===== src/rtl/fetch_pkg.sv =====
// Shared types and constants for the instruction-fetch stage.
//   fetch_state_e : request FSM states (IDLE / WAIT / DROP)
//   NOP_INSTR     : canonical bubble instruction (addi x0,x0,0)
package fetch_pkg;

    typedef enum logic [1:0] {
        IDLE = 2'd0,
        WAIT = 2'd1,
        DROP = 2'd2
    } fetch_state_e;

    localparam logic [31:0] NOP_INSTR = 32'h0000_0013;

endpackage


===== src/rtl/if_id_register.sv =====
// IF/ID pipeline register plus a one-entry hold buffer.
//   clk, rst            : clock, synchronous active-high reset
//   StallD, FlushD      : decode stall / redirect kill
//   deliver             : a fetch response is accepted this cycle
//   rdata, req_pc       : instruction word and its PC for the delivery
//   InstrD/PCD/PCPlus4D : IF/ID fields
//   ValidD              : IF/ID holds a real instruction
//   hold_v              : hold buffer occupied (blocks new fetches upstream)
module if_id_register #(
    parameter int unsigned      WIDTH     = 32,
    parameter logic [WIDTH-1:0] NOP_INSTR = WIDTH'(fetch_pkg::NOP_INSTR)
) (
    input  logic             clk,
    input  logic             rst,
    input  logic             StallD,
    input  logic             FlushD,
    input  logic             deliver,
    input  logic [WIDTH-1:0] rdata,
    input  logic [WIDTH-1:0] req_pc,
    output logic [WIDTH-1:0] InstrD,
    output logic [WIDTH-1:0] PCD,
    output logic [WIDTH-1:0] PCPlus4D,
    output logic             ValidD,
    output logic             hold_v
);

    logic [WIDTH-1:0] hold_instr;
    logic [WIDTH-1:0] hold_pc;
    logic             free;

    // A stalled bubble may still be overwritten: only a valid, stalled entry blocks a load.
    assign free = !ValidD || !StallD;

    always_ff @(posedge clk) begin
        if (rst) begin
            ValidD     <= 1'b0;
            InstrD     <= NOP_INSTR;
            PCD        <= '0;
            PCPlus4D   <= '0;
            hold_v     <= 1'b0;
            hold_instr <= '0;
            hold_pc    <= '0;
        end else if (FlushD) begin
            ValidD <= 1'b0;
            InstrD <= NOP_INSTR;
            hold_v <= 1'b0;
        end else if (hold_v && !StallD) begin
            ValidD   <= 1'b1;
            InstrD   <= hold_instr;
            PCD      <= hold_pc;
            PCPlus4D <= hold_pc + WIDTH'(4);
            hold_v   <= 1'b0;
        end else if (deliver && free) begin
            ValidD   <= 1'b1;
            InstrD   <= rdata;
            PCD      <= req_pc;
            PCPlus4D <= req_pc + WIDTH'(4);
        end else if (deliver) begin
            // IF/ID is occupied and stalled: park the response until decode moves.
            hold_v     <= 1'b1;
            hold_instr <= rdata;
            hold_pc    <= req_pc;
        end else if (!StallD) begin
            ValidD <= 1'b0;
            InstrD <= NOP_INSTR;
        end
    end

endmodule


===== src/rtl/fetch_stage.sv =====
// Instruction-fetch stage: one outstanding imem request at a time, variable
// response latency, wrong-path responses discarded after a redirect.
//   clk, rst                  : clock, synchronous active-high reset
//   PCF                       : fetch PC from program_counter
//   StallD, FlushD            : decode stall / redirect from the hazard unit
//   imem_req, imem_addr       : single-cycle request pulse and its address
//   imem_rvalid, imem_rdata   : response strobe and instruction word
//   StallF                    : holds the PC while no request can be issued
//   InstrD/PCD/PCPlus4D/ValidD: IF/ID pipeline register outputs
module fetch_stage #(
    parameter int unsigned      WIDTH     = 32,
    parameter logic [WIDTH-1:0] NOP_INSTR = WIDTH'(fetch_pkg::NOP_INSTR)
) (
    input  logic             clk,
    input  logic             rst,
    input  logic [WIDTH-1:0] PCF,
    input  logic             StallD,
    input  logic             FlushD,
    output logic             imem_req,
    output logic [WIDTH-1:0] imem_addr,
    input  logic             imem_rvalid,
    input  logic [WIDTH-1:0] imem_rdata,
    output logic             StallF,
    output logic [WIDTH-1:0] InstrD,
    output logic [WIDTH-1:0] PCD,
    output logic [WIDTH-1:0] PCPlus4D,
    output logic             ValidD
);

    import fetch_pkg::*;

    fetch_state_e     state;
    fetch_state_e     state_nxt;
    logic [WIDTH-1:0] req_pc;
    logic             hold_v;
    logic             issue;
    logic             deliver;

    assign issue     = !rst && (state == IDLE) && !FlushD && !hold_v;
    assign imem_req  = issue;
    assign imem_addr = PCF;
    // Released on a redirect so the PC can load the new target.
    assign StallF    = !rst && !issue && !FlushD;
    assign deliver   = (state == WAIT) && imem_rvalid && !FlushD;

    always_comb begin
        state_nxt = state;
        case (state)
            IDLE: if (issue) state_nxt = WAIT;
            WAIT: begin
                if (imem_rvalid)  state_nxt = IDLE;
                else if (FlushD)  state_nxt = DROP;
            end
            DROP: if (imem_rvalid) state_nxt = IDLE;
            default: state_nxt = IDLE;
        endcase
    end

    always_ff @(posedge clk) begin
        if (rst) begin
            state  <= IDLE;
            req_pc <= '0;
        end else begin
            state <= state_nxt;
            if (issue) req_pc <= PCF;
        end
    end

    if_id_register #(
        .WIDTH     (WIDTH),
        .NOP_INSTR (NOP_INSTR)
    ) u_if_id (
        .clk      (clk),
        .rst      (rst),
        .StallD   (StallD),
        .FlushD   (FlushD),
        .deliver  (deliver),
        .rdata    (imem_rdata),
        .req_pc   (req_pc),
        .InstrD   (InstrD),
        .PCD      (PCD),
        .PCPlus4D (PCPlus4D),
        .ValidD   (ValidD),
        .hold_v   (hold_v)
    );

endmodule

===== config.mk =====
export PLATFORM = sky130hd
export DESIGN_NAME = fetch_stage
export DESIGN_NICKNAME = d
export VERILOG_FILES = /design/src/rtl/fetch_pkg.sv /design/src/rtl/if_id_register.sv /design/src/rtl/fetch_stage.sv
export SDC_FILE = /design/constraint.sdc
export NUM_CORES = 1
export LEC_CHECK = 0
export ABC_AREA = 1
export CAP_MARGIN = 20
export CORE_ASPECT_RATIO = 0.7
export CORE_MARGIN = 4
export CORE_UTILIZATION = 40
export CTS_BUF_LIST = sky130_fd_sc_hd__clkbuf_4 sky130_fd_sc_hd__clkbuf_8 sky130_fd_sc_hd__clkbuf_16
export DETAILED_ROUTE_END_ITERATION = 12
export PLACE_DENSITY = 0.64
export REMOVE_ABC_BUFFERS = 1
export SLEW_MARGIN = 20
export SYNTH_ARGS = -nofsm -noshare
export SYNTH_HDL_FRONTEND = slang
export SYNTH_SLANG_ARGS = --single-unit

===== constraint.sdc =====
create_clock -name clk -period 4 [get_ports clk]
set_clock_uncertainty 0.05 [all_clocks]
set_input_delay 0.6 -clock clk [delete_from_list [all_inputs] [get_ports clk]]
set_output_delay 0.6 -clock clk [all_outputs]
set_load 0.02 [all_outputs]

==> flow_results.org, run 1 <==
** Clocking
- Total CTS buffers :: 17
- After clock tree synthesis, the setup repair step added 0 buffers.
- Clock transition at the registers of the reported paths :: roughly 70 ps
- CTS placed an instance of sky130_fd_sc_hd__clkbuf_16 at the clock tree root.
- After clock tree synthesis, the repair step resized 0 gates.
- Counting every sink on the clock net gives 194.
- Number of hold-repair buffers added at the cts stage :: 0
- Counting along the longest clock path gives a buffer depth of 2.
- CTS tree :: done
- The H-tree was split into 4 levels.
- The later pin in the worst-skew pair is clocked with a latency of roughly 430 ps.

** STA
- The hold violation total from the final report is 0.
- Peak Freq :: 312 MHz
- The max-slew violation count was 0.
- The smallest clock period supported by the final layout is computed as between 3000 and 4000 ps.
- Final setup violation count :: 0
- Final worst-path cycle share :: ~80%
- In this run the tightest slew margin relative to its limit is a little over half.
- The tightest hold path in the finished design has a slack of 423 ps.
- Worst path setup slack after routing :: 792 ps
- Worst Max-Slew Pin Slew :: roughly 700 ps
- RSZ-0062 raised after global routing :: no

** Die
- Once the floorplan was initialized, standard cells occupied between 40% and 50% of the core.
- Die footprint :: between 0.02 and 0.025 sq mm
- In this run the vertical extent of the chip is ~130 microns.
- The initialized floorplan defines 45 standard-cell rows.
- 200 I/O pins were placed.
- In this run the horizontal extent of the chip is between 150 and 200 microns.
- Area of the core region :: approximately 0.022 sq mm

** Global routing
- The number of antenna violations at the first check in global routing came to 0.
- Via count of the first global-routing pass :: 7783
- Pin count of the biggest net entering global routing :: 94
- Total congestion overflow after global routing :: 0
- Across every metal layer, demand over resource in global routing totals 20.4%.
- The first global-routing pass estimated 41.0 mm of wire.

** Finish
- Final core utilization :: roughly 52%
- Most common cell after layout, fill and taps aside :: sky130_fd_sc_hd__nand2_1
- Relative to the synthesized area, the layout overhead comes to 28.7%.
- Diode insertion count for antenna repair :: 0
- Layout cell share with drive strength beyond 1 :: under 10%
- At the end of the flow, the number of nets in the layout was 1466.
- Most used cells in the layout excluding fill and tap cells :: sky130_fd_sc_hd__nand2_1, sky130_fd_sc_hd__nor2_1, sky130_fd_sc_hd__clkdlybuf4s50_1

** Outcome
- Outcome :: complete, no violations

** Placement
- I/O Buffers :: around 200
- The HPWL after detailed placement is 18.0 mm.
- OpenSTA, run right after detailed placement, puts the worst setup slack at roughly 730 ps.
- The congestion estimate from routability-driven global placement came to ~0.86.

** Synth
- After synthesis the netlist holds a flip-flop and latch count of around 190.
- Area share of the largest cell type after synthesis :: ~44%
- Post-synthesis average cell area :: 6.96 sq um
- Distinct cell type count of the synthesized netlist :: 40
- Top cell type by total area after synthesis :: sky130_fd_sc_hd__dfxtp_1
- Yosys synthesis warning count :: 0
- Synthesis handed over a netlist of around 1300 instances.
- Total standard cell area after synthesis :: approximately 0.0088 sq mm
- Summing the sequential cell areas from Yosys gives ~44% of the chip area.
- Yosys attributes the largest share of cell area to sky130_fd_sc_hd__dfxtp_1, sky130_fd_sc_hd__nand2_1, sky130_fd_sc_hd__o21ai_0, sky130_fd_sc_hd__nor2_1, sky130_fd_sc_hd__a21oi_1.

** Drt
- In the routed layout, each cell is associated on average with a via count of ~5.0.
- Dividing the detail-routed wire length by the instance count gives around 15 microns.
- Antenna Violating Nets Remaining :: 0
- Starting DRC count in detailed routing :: just under 700
- Overall via count from detail_route :: 8374
- In the routed design, unresolved DRC markers number 0.
- The first detailed-routing pass took 5 iterations.
- Routed WL :: approximately 25 mm

** Critical path
- The critical path starts at FlushD.
- The kind of cell with the highest combined delay along the critical path is buffers and inverters.
- Required time of the worst setup path :: around 3400 ps
- Reg-to-reg endpoint :: u_if_id.PCPlus4D[24]
- Critical Path Max Stage Delay :: approximately 600 ps
- Sum of buffers and inverters on the critical path :: 3
- Data arrival time of the critical path :: between 2000 and 3000 ps
- In this run the worst path has a maximum fanout of 6.
- The worst register-to-register path begins at u_if_id.hold_v.
- Critical Path End :: imem_req
- Levels on crit path :: 5
- Kind of end point of the critical path :: output port
- The critical path goes through clkdlybuf4s50_1 -> nor2_1 -> nand3_2 -> inv_1 -> clkdlybuf4s50_1.
- The number of cells on the worst reg-to-reg path is 13.
- Reg-to-reg slack, setup :: around 1400 ps
- STA classifies the critical path startpoint as a primary input.
- Slowest stage cell on the critical path :: sky130_fd_sc_hd__clkdlybuf4s50_1
- Cell repeated most along the worst path :: sky130_fd_sc_hd__clkdlybuf4s50_1
- Crit Path Class :: in -> out

** Pwr
- Power spread over the standard cell area amounts to between 300 and 400 mW/mm^2.
- Leakage power :: roughly 0.0045 uW
- Highest ir drop seen on vdd :: ~0.00029 V
- Overall power consumption after layout is estimated at roughly 4300 uW.

** Min path
- Counting instances, the worst hold path has a depth of 2.
- Worst hold path class :: reg -> reg

** Flow run
- Max-cap check violation count :: 0
power by group:
group	internal, uW	switching, uW
sequential	1970	20.6
clock	1000	806
combinational	185	265
cell usage after synthesis (all sizes together):
master / instances
a211oi: 1
a21boi: 1
a21oi: 139
a221oi: 4
a31oi: 3
buf: 60
clkbuf: 48
clkinv: 1
dfxtp: 194
ha: 1
inv: 123
nand2: 245
nand3: 40
nand3b: 2
nand4: 1
nor2: 216
nor3: 3
nor4: 1
o211ai: 3
o21ai: 175
o221ai: 3
o31ai: 1
or2: 2
xor2: 2
cell type report:
| cell class | count | area [sq um] |
|---|---|---|
| sequential | 194 | 3880 |
| timing repair buffer | 216 | 2150 |
| inverter | 124 | 469 |
| fill | 2118 | 10300 |
| multi-input combinational | 843 | 3890 |
| tap | 282 | 353 |
| clock buffer | 17 | 425 |
| clock inverter | 15 | 195 |
cells by family (layout without fill, tap and decap cells):
logic type	count (synthesis)	count (layout)	synth area share, %
AOI/OAI and AO/OA	330	330	19.3
xor gates and xnor gates	2	2	0.198
adders and majority gates	1	1	0.142
buffers and inverters	232	372	12.2
DFF	194	194	43.9
and+or+nand+nor	510	510	24.2
stage by stage:
stage	area [sq um]	std cells	setup TNS (ps)
after detailed placement	10800	1659	0
after global placement	10700	1658	0
after floorplan	8230	1161	-41100
after global routing	11400	1691	0
after CTS	11400	1691	0
final	11400	1691	0
per-layer routing:
layer  GRT usage [%]  vias up  part of all wire [%]
met5               0        -                     0
met4            4.05        0                  0.97
met3            4.91       17                   6.5
met2            29.6      249                    42
met1            30.8     3816                    51
li1                -     4292                     -
flip-flops by register name (all words and copies together), names as in the netlist, 2 cells and up:
signal,flops
u_if_id.hold_instr,32
u_if_id.InstrD,32
state,2
u_if_id.PCPlus4D,30
req_pc,32
u_if_id.PCD,32
u_if_id.hold_pc,32
tightest hold or removal path, stage by stage (launching register included):
cell	delay (ps)
sky130_fd_sc_hd__dfxtp_1	310
sky130_fd_sc_hd__inv_1	60
sky130_fd_sc_hd__a21oi_1	50
how the worst min path moves through the flow:
stage                                  from                end  slack (ps)
final                             req_pc[0]          req_pc[0]         420
after floorplan                   req_pc[0]          req_pc[0]         400
after global routing      u_if_id.InstrD[0]  u_if_id.InstrD[0]         450
after CTS                         req_pc[0]          req_pc[0]         420
after detailed placement          req_pc[0]          req_pc[0]         410
after global placement            req_pc[0]          req_pc[0]         410
(Power assumes the default switching activity.)
==> run 2, diff against run 1 <==
==> constraint.sdc (replaced) <==
create_clock -name clk -period 3 [get_ports clk]
set_clock_uncertainty 0.05 [all_clocks]
set_input_delay 0.45 -clock clk [delete_from_list [all_inputs] [get_ports clk]]
set_output_delay 0.45 -clock clk [all_outputs]
set_load 0.02 [all_outputs]
==> run 2 against run 1 <==
Net effect:
- first-iteration DRC count down 1.9%
- hold slack better by 2.3 ps
- final area grew 0.42%
- via count increased by 0.23%
- sequential cell count unchanged
- critical path type unchanged
- non-clock buffer count up 7
==> flow_results.org, run 2 (synthesis gave the netlist of run 1 again) <==
** Critical path
- The worst setup path is captured at an output port.
- In this run the worst setup path begins at FlushD.
- Reg-to-reg slack, setup :: between 600 and 700 ps
- At the worst endpoint, the arrival time is roughly 2300 ps.
- Reg-to-reg endpoint :: u_if_id.PCPlus4D[31]
- Crit Path Class :: in -> out
- Following the worst setup path forward leads to its endpoint at imem_req.
- STA classifies the critical path startpoint as a primary input.
- Required time of the worst setup path :: about 2500 ps
- Maximum fanout count along the critical path :: 3
- For the worst flop-to-flop path, the logic depth is 14.
- The worst register-to-register path begins at u_if_id.hold_v.

** Drt
- For this block, the initial DRC count from the detailed router was around 670.
- In the routed design, unresolved DRC markers number 0.
- Antenna Violating Nets Remaining :: 0
- Routed WL :: between 20 and 30 mm
- DR vias/cell :: 4.95
- Initial DRT Pass Iterations :: 5
- Across all layers, the routed design uses approximately 8400 vias.
- In the final routed layout, each cell accounts on average for 15.0 microns.

** STA
- RSZ-0062 raised after global routing :: no
- Max-slew headroom at the worst pin :: about a third
- Fin crit period :: around 2800 ps
- Final count of hold timing violations :: 0
- The final critical path takes up about 92% of the cycle.
- Worst path setup slack after routing :: roughly 250 ps
- Count of final max-slew check failures :: 0
- Worst Max-Slew Pin Slew :: around 980 ps
- For the final routed database, the setup TNS stands at 0 ps.
- Final worst hold slack :: around 430 ps
- Setup violations remaining at the end of the flow were counted as 0.
- For this run, the top clock speed supported by timing is 363 MHz.

** Clocking
- The number of clock buffers added by TritonCTS is 17.
- The later pin in the worst-skew pair is clocked with a latency of approximately 440 ps.
- Longest Clk Path Bufs :: 2
- The clock net in this run drives a total of a little under 200 sinks.
- Once the clock tree was built, the resizer swapped 0 gates to a different size.
- The number of hold buffers added after CTS was 0.
- The H-tree was split into 4 levels.
- Clock tree synthesis selected as its root buffer the cell sky130_fd_sc_hd__clkbuf_16.
- CTS tree :: done
- Number of buffers inserted by post-CTS setup repair :: 0
- Clock transition at the registers of the reported paths :: roughly 80 ps

** Global routing
- The number of antenna violations at the first check in global routing was 0.
- Via count of the first global-routing pass :: 7973
- For this run, the total global-route usage over all layers was measured as about a fifth.
- Entering global routing, the biggest net connects about 120 pins.
- Total congestion overflow after global routing :: 0
- Wire length of the first global-routing pass :: approximately 41 mm

** Placement
- I/O Buffers :: between 150 and 200
- Placement Cell Area :: 0.0108 sq mm
- OpenSTA, run right after detailed placement, puts the worst setup slack at roughly 48 ps.
- Routability-driven placement finished with a final weighted congestion of about 0.9.
- Post-detailed-placement half-perimeter wirelength :: approximately 18 mm

** Finish
- In the final layout, the share of cells above drive strength 1 is 7.07%.
- The repair_antennas step left the layout with diodes totalling 0.
- At the end of the flow, the number of nets in the layout was around 1500.
- The finished cells cover 0.0114 sq mm.
- Most used cells in the layout excluding fill and tap cells :: sky130_fd_sc_hd__nand2_1, sky130_fd_sc_hd__nor2_1, sky130_fd_sc_hd__clkdlybuf4s50_1
- Leaving out fill and tap cells, the most frequent cell in the layout is sky130_fd_sc_hd__nand2_1.
- Compared with the post-synthesis result, the final layout area differs by 29.2%.

** Die
- The total area inside the core boundary comes to around 0.022 sq mm.
- Die footprint :: approximately 0.025 sq mm
- Horizontal extent of the die :: between 150 and 200 microns
- For this configuration, the core starts out at a cell density of 40.8%.
- Number of top-level pins :: 200
- The floorplan has between 40 and 50 rows.
- Vert. Die Dim :: approximately 130 microns

** Pwr
- Power density normalized to cell area :: between 400 and 500 mW/mm^2
- Tot Pwr :: 5550 uW
- Highest ir drop seen on vdd :: slightly above 0.0004 V
- Leakage power :: ~0.0045 uW

** Min path
- Worst hold path class :: reg -> reg
- The worst hold path was traced through 2 stages.

** Outcome
- The flow ran to the end, and the final reports show no timing, DRC or antenna violations.

** Flow run
- Max-cap check violation count :: 0
-- run 2: changes by cell type in the layout (fill, tap and decap cells not counted), sizes merged --
cell and change:
buf +7, bufinv -2, clkbuf +1
-- run 2: per-stage QoR --
step / utilization [%] / instances
after floorplan: - / 1161
after global placement: 50.0 / 1666
after detailed placement: 50.0 / 1666
after CTS: 52.7 / 1697
after global routing: 52.7 / 1697
final: 52.7 / 1697
-- run 2: final cells by class --
type / instances / area (sq um)
sequential: 194 / 3880
clock inverter: 13 / 146
fill: 2109 / 10300
inverter: 124 / 469
clock buffer: 18 / 439
tap: 282 / 353
timing repair buffer: 223 / 2230
multi-input combinational: 843 / 3890
-- run 2: power by group --
group	switching [uW]	internal, uW
Sequential	26.3	2630
Combinational	352	246
Clock	1100	1200
Total	1480	4070
-- run 2: worst min path at each step --
stage | startpoint | end
6_report | u_if_id.PCPlus4D[2] | u_if_id.PCPlus4D[2]
5_1_grt | req_pc[0] | u_if_id.hold_pc[0]
4_1_cts | req_pc[11] | req_pc[11]
3_5_place_dp | req_pc[11] | u_if_id.hold_pc[11]
3_3_place_gp | req_pc[11] | req_pc[11]
2_1_floorplan | req_pc[0] | req_pc[0]
-- run 2: layer usage --
metal / share of wire [%] / vias up / global-route usage [%]
met1: 51 / 3830 / 30.5
met4: 1.2 / 0 / 4.69
met5: 0 / - / 0
met2: 41 / 256 / 29.9
met3: 6.8 / 23 / 4.88
li1: - / 4284 / -
-- run 2: critical path, cell delays in order --
cell                              delay (ps)
sky130_fd_sc_hd__clkdlybuf4s50_1         510
sky130_fd_sc_hd__nor2_1                  370
sky130_fd_sc_hd__nand3_2                 170
sky130_fd_sc_hd__inv_1                   100
sky130_fd_sc_hd__clkdlybuf4s50_1         640
==> run 3, diff against run 2 <==
--- a/config.mk
+++ b/config.mk
@@ -12,7 +12,7 @@
 export CORE_UTILIZATION = 40
 export CTS_BUF_LIST = sky130_fd_sc_hd__clkbuf_4 sky130_fd_sc_hd__clkbuf_8 sky130_fd_sc_hd__clkbuf_16
 export DETAILED_ROUTE_END_ITERATION = 12
-export PLACE_DENSITY = 0.64
+export PLACE_DENSITY = 0.63
 export REMOVE_ABC_BUFFERS = 1
 export SLEW_MARGIN = 20
 export SYNTH_ARGS = -nofsm -noshare
==> run 3 against run 2 <==
Net effect:
- hold slack got worse by 7.4 ps
- sequential cell count is the same
- maximum frequency is 4.2% higher
- global-route usage down 0.19 points
- combinational power barely moved
- sequential power barely moved
- critical path depth did not move
- critical endpoint unchanged
- largest cell class unchanged
==> flow_results.org, run 3 (synthesis gave the netlist of run 1 again) <==
** STA
- Setup repair after global routing left no endpoint under its margin.
- Setup violations remaining at the end of the flow were counted as 0.
- In this run the tightest slew margin relative to its limit is between 50% and 60%.
- For the final routed database, the setup TNS stands at 0 ps.
- Worst path setup slack after routing :: ~360 ps
- Final worst-path cycle share :: roughly 88%
- For the pin with the worst max-slew slack, the measured transition is 619 ps.
- Static timing analysis puts the maximum clock frequency at approximately 380 MHz.
- Final count of hold timing violations :: 0
- The smallest clock period supported by the final layout is computed as around 2600 ps.
- Count of final max-slew check failures :: 0
- Hold timing on the final database bottoms out at a slack of about 420 ps.

** Global routing
- Routing usage on met1 :: between 30% and 40%
- Global routing met3 resource utilization :: under 10%
- Total congestion overflow after global routing :: 0
- Number of antenna violations at the first check in global routing :: 0
- Via count of the first global-routing pass :: ~7700
- Wire length of the first global-routing pass :: roughly 41 mm
- Met2 Use GR :: between 20 and 30%
- Entering global routing, the biggest net connects 84 pins.
- Busiest layer in global routing :: met1
- Global-route usage over all layers :: 20.3%

** Finish
- The library cell used most frequently in the layout, excluding fill and tap cells, is sky130_fd_sc_hd__nand2_1.
- The post-route netlist has approximately 7.3% of its cells at a drive strength greater than 1.
- Total of fill cells in the finished design :: 2149
- After routing the design area is roughly 0.011 sq mm.
- The net count of the finished layout is 1476.
- Diode insertion count for antenna repair :: 0
- The library cells used most frequently in the layout, excluding fill and tap cells, are sky130_fd_sc_hd__nand2_1, sky130_fd_sc_hd__nor2_1, sky130_fd_sc_hd__clkdlybuf4s50_1.
- The area growth from synthesis to layout is 29.1%.

** Critical path
- For the worst setup path, the data required time is 2500 ps.
- Reg-to-reg slack, setup :: about 800 ps
- For the worst flop-to-flop path, the logic depth is 12.
- Critical path launch point type :: primary input
- In this run the critical register-to-register path is captured at u_if_id.PCPlus4D[24].
- In this design, the critical path's most frequently occurring cell is sky130_fd_sc_hd__clkdlybuf4s50_1.
- In this run the worst path has a maximum fanout of 3.
- STA puts the critical path data arrival time at around 2100 ps.
- The slowest stage of the critical path is the sky130_fd_sc_hd__clkdlybuf4s50_1 cell.
- In this run the critical register-to-register path is launched from u_if_id.hold_v.
- Kind of end point of the critical path :: output port
- Crit Path Class :: in -> out
- The critical path goes through clkdlybuf4s50_1 -> nor2_1 -> nand3_2 -> inv_1 -> clkdlybuf4s50_1.
- In this design, the stage delay of the slowest critical-path cell is 620 ps.

** Drt
- Routed WL :: ~26 mm
- Drc violations :: 0
- Dividing the detail-routed via count by the number of cells gives 5.01.
- For this block, the initial DRC count from the detailed router was 605.
- Overall via count from detail_route :: 8517
- Wire length per cell after detailed routing :: ~15 microns
- Initial DRT Pass Iterations :: 5
- Antenna Violating Nets Remaining :: 0

** Die
- After floorplanning, the core was divided into 45 placement rows.
- Area of the core region :: approximately 0.022 sq mm
- The die is ~190 microns wide.
- Number of top-level pins :: 200
- Initial core utilization :: 40.8%
- Vert. Die Dim :: between 100 and 150 microns
- The die covers ~0.025 sq mm.

** Clocking
- The clock drives between 150 and 200 sinks.
- TritonCTS built the clock tree.
- At the later pin of the worst-skew pair, clock insertion delay measures between 400 and 500 ps.
- Number of buffers inserted by post-CTS setup repair :: 0
- CTS Root Buffer Type :: sky130_fd_sc_hd__clkbuf_16
- After clock tree synthesis, the flow added hold-fix buffers numbering 0.
- The longest clock path from root to sink contains 2 buffers.
- Count of H-tree levels built during CTS :: 4
- Clock tree synthesis inserted a total of 17 buffers.
- Clock transition at the registers of the reported paths :: roughly 70 ps
- Post-CTS repair changed the size of 0 cells.

** Placement
- Placement Cell Area :: roughly 0.011 sq mm
- Input and output buffers added on the ports amount to between 150 and 200.
- Post-detailed-placement half-perimeter wirelength :: between 15 and 20 mm
- Final weighted congestion in routability-driven placement :: between 0.8 and 0.9
- Timing analysis after detailed placement gives a worst setup slack of between 150 and 200 ps.

** Min path
- The path with the worst hold slack has its endpoint at u_if_id.PCPlus4D[2].
- Worst hold path class :: reg -> reg
- The startpoint identified for the worst hold timing path is u_if_id.PCPlus4D[2].
- The worst hold path passes through 2 cells.

** Pwr
- IR analysis of the VDD net gives a maximum drop of approximately 0.00033 V.
- Dividing total power by cell area gives a power density of roughly 480 mW/mm^2.
- Leakage power :: 0.00452 uW

** Outcome
- The run finished with clean final reports.

** Flow run
- Max-cap check violation count :: 0
[run 3: cell types whose count changed in the layout (fill, tap and decap cells not counted), sizes merged]
cell | before | now
clkbuf | 18 | 19
buf | 24 | 27
inv | 127 | 128
bufinv | 1 | 0
[run 3: metrics by stage]
stage | cells | power (uW) | utilization (%)
5_1_grt | 1701 | 5670 | 52.6
6_report | 1701 | 5470 | 52.6
2_1_floorplan | 1161 | 2970 | -
3_5_place_dp | 1669 | 3320 | 50.0
3_3_place_gp | 1669 | 3310 | 50.0
4_1_cts | 1701 | 5520 | 52.6
[run 3: power breakdown]
| group | switching (uW) | internal [uW] |
|---|---|---|
| sequential | 26.7 | 2630 |
| clock | 1090 | 1130 |
| combinational | 354 | 248 |
| total | 1470 | 4000 |
[run 3: layout make-up]
cell class	instances	area, sq um	area share (%)
Clock buffer	19	447	3.91
Clock inverter	13	120	1.05
Inverter	124	469	4.11
Multi-Input combinational cell	843	3890	34.1
Sequential cell	194	3880	34.0
Tap cell	282	353	3.09
Timing Repair Buffer	226	2240	19.7
[run 3: critical path, delay by kind of cell]
kind	cells	cell delay, ps
buffers and inverters	3	1230
AND/OR/NAND/NOR	2	470
[run 3: worst max path at each step]
stage	start	to	slack, ps	depth (start not counted)
4_1_cts	rst	imem_req	360	5
5_1_grt	FlushD	imem_req	310	5
3_5_place_dp	StallD	u_if_id.PCPlus4D[24]	190	13
6_report	FlushD	imem_req	360	5
3_3_place_gp	StallD	u_if_id.PCPlus4D[24]	230	13
2_1_floorplan	FlushD	u_if_id.hold_v	-1900	5
[run 3: routing by layer]
layer  share of wire [%]  vias to the layer above  wire, microns
met5                   0                        -              0
met4                 1.5                        0            385
met3                 7.6                       23           1940
met2                  41                      287          10500
met1                  50                     3908          12800
li1                    -                     4299              -
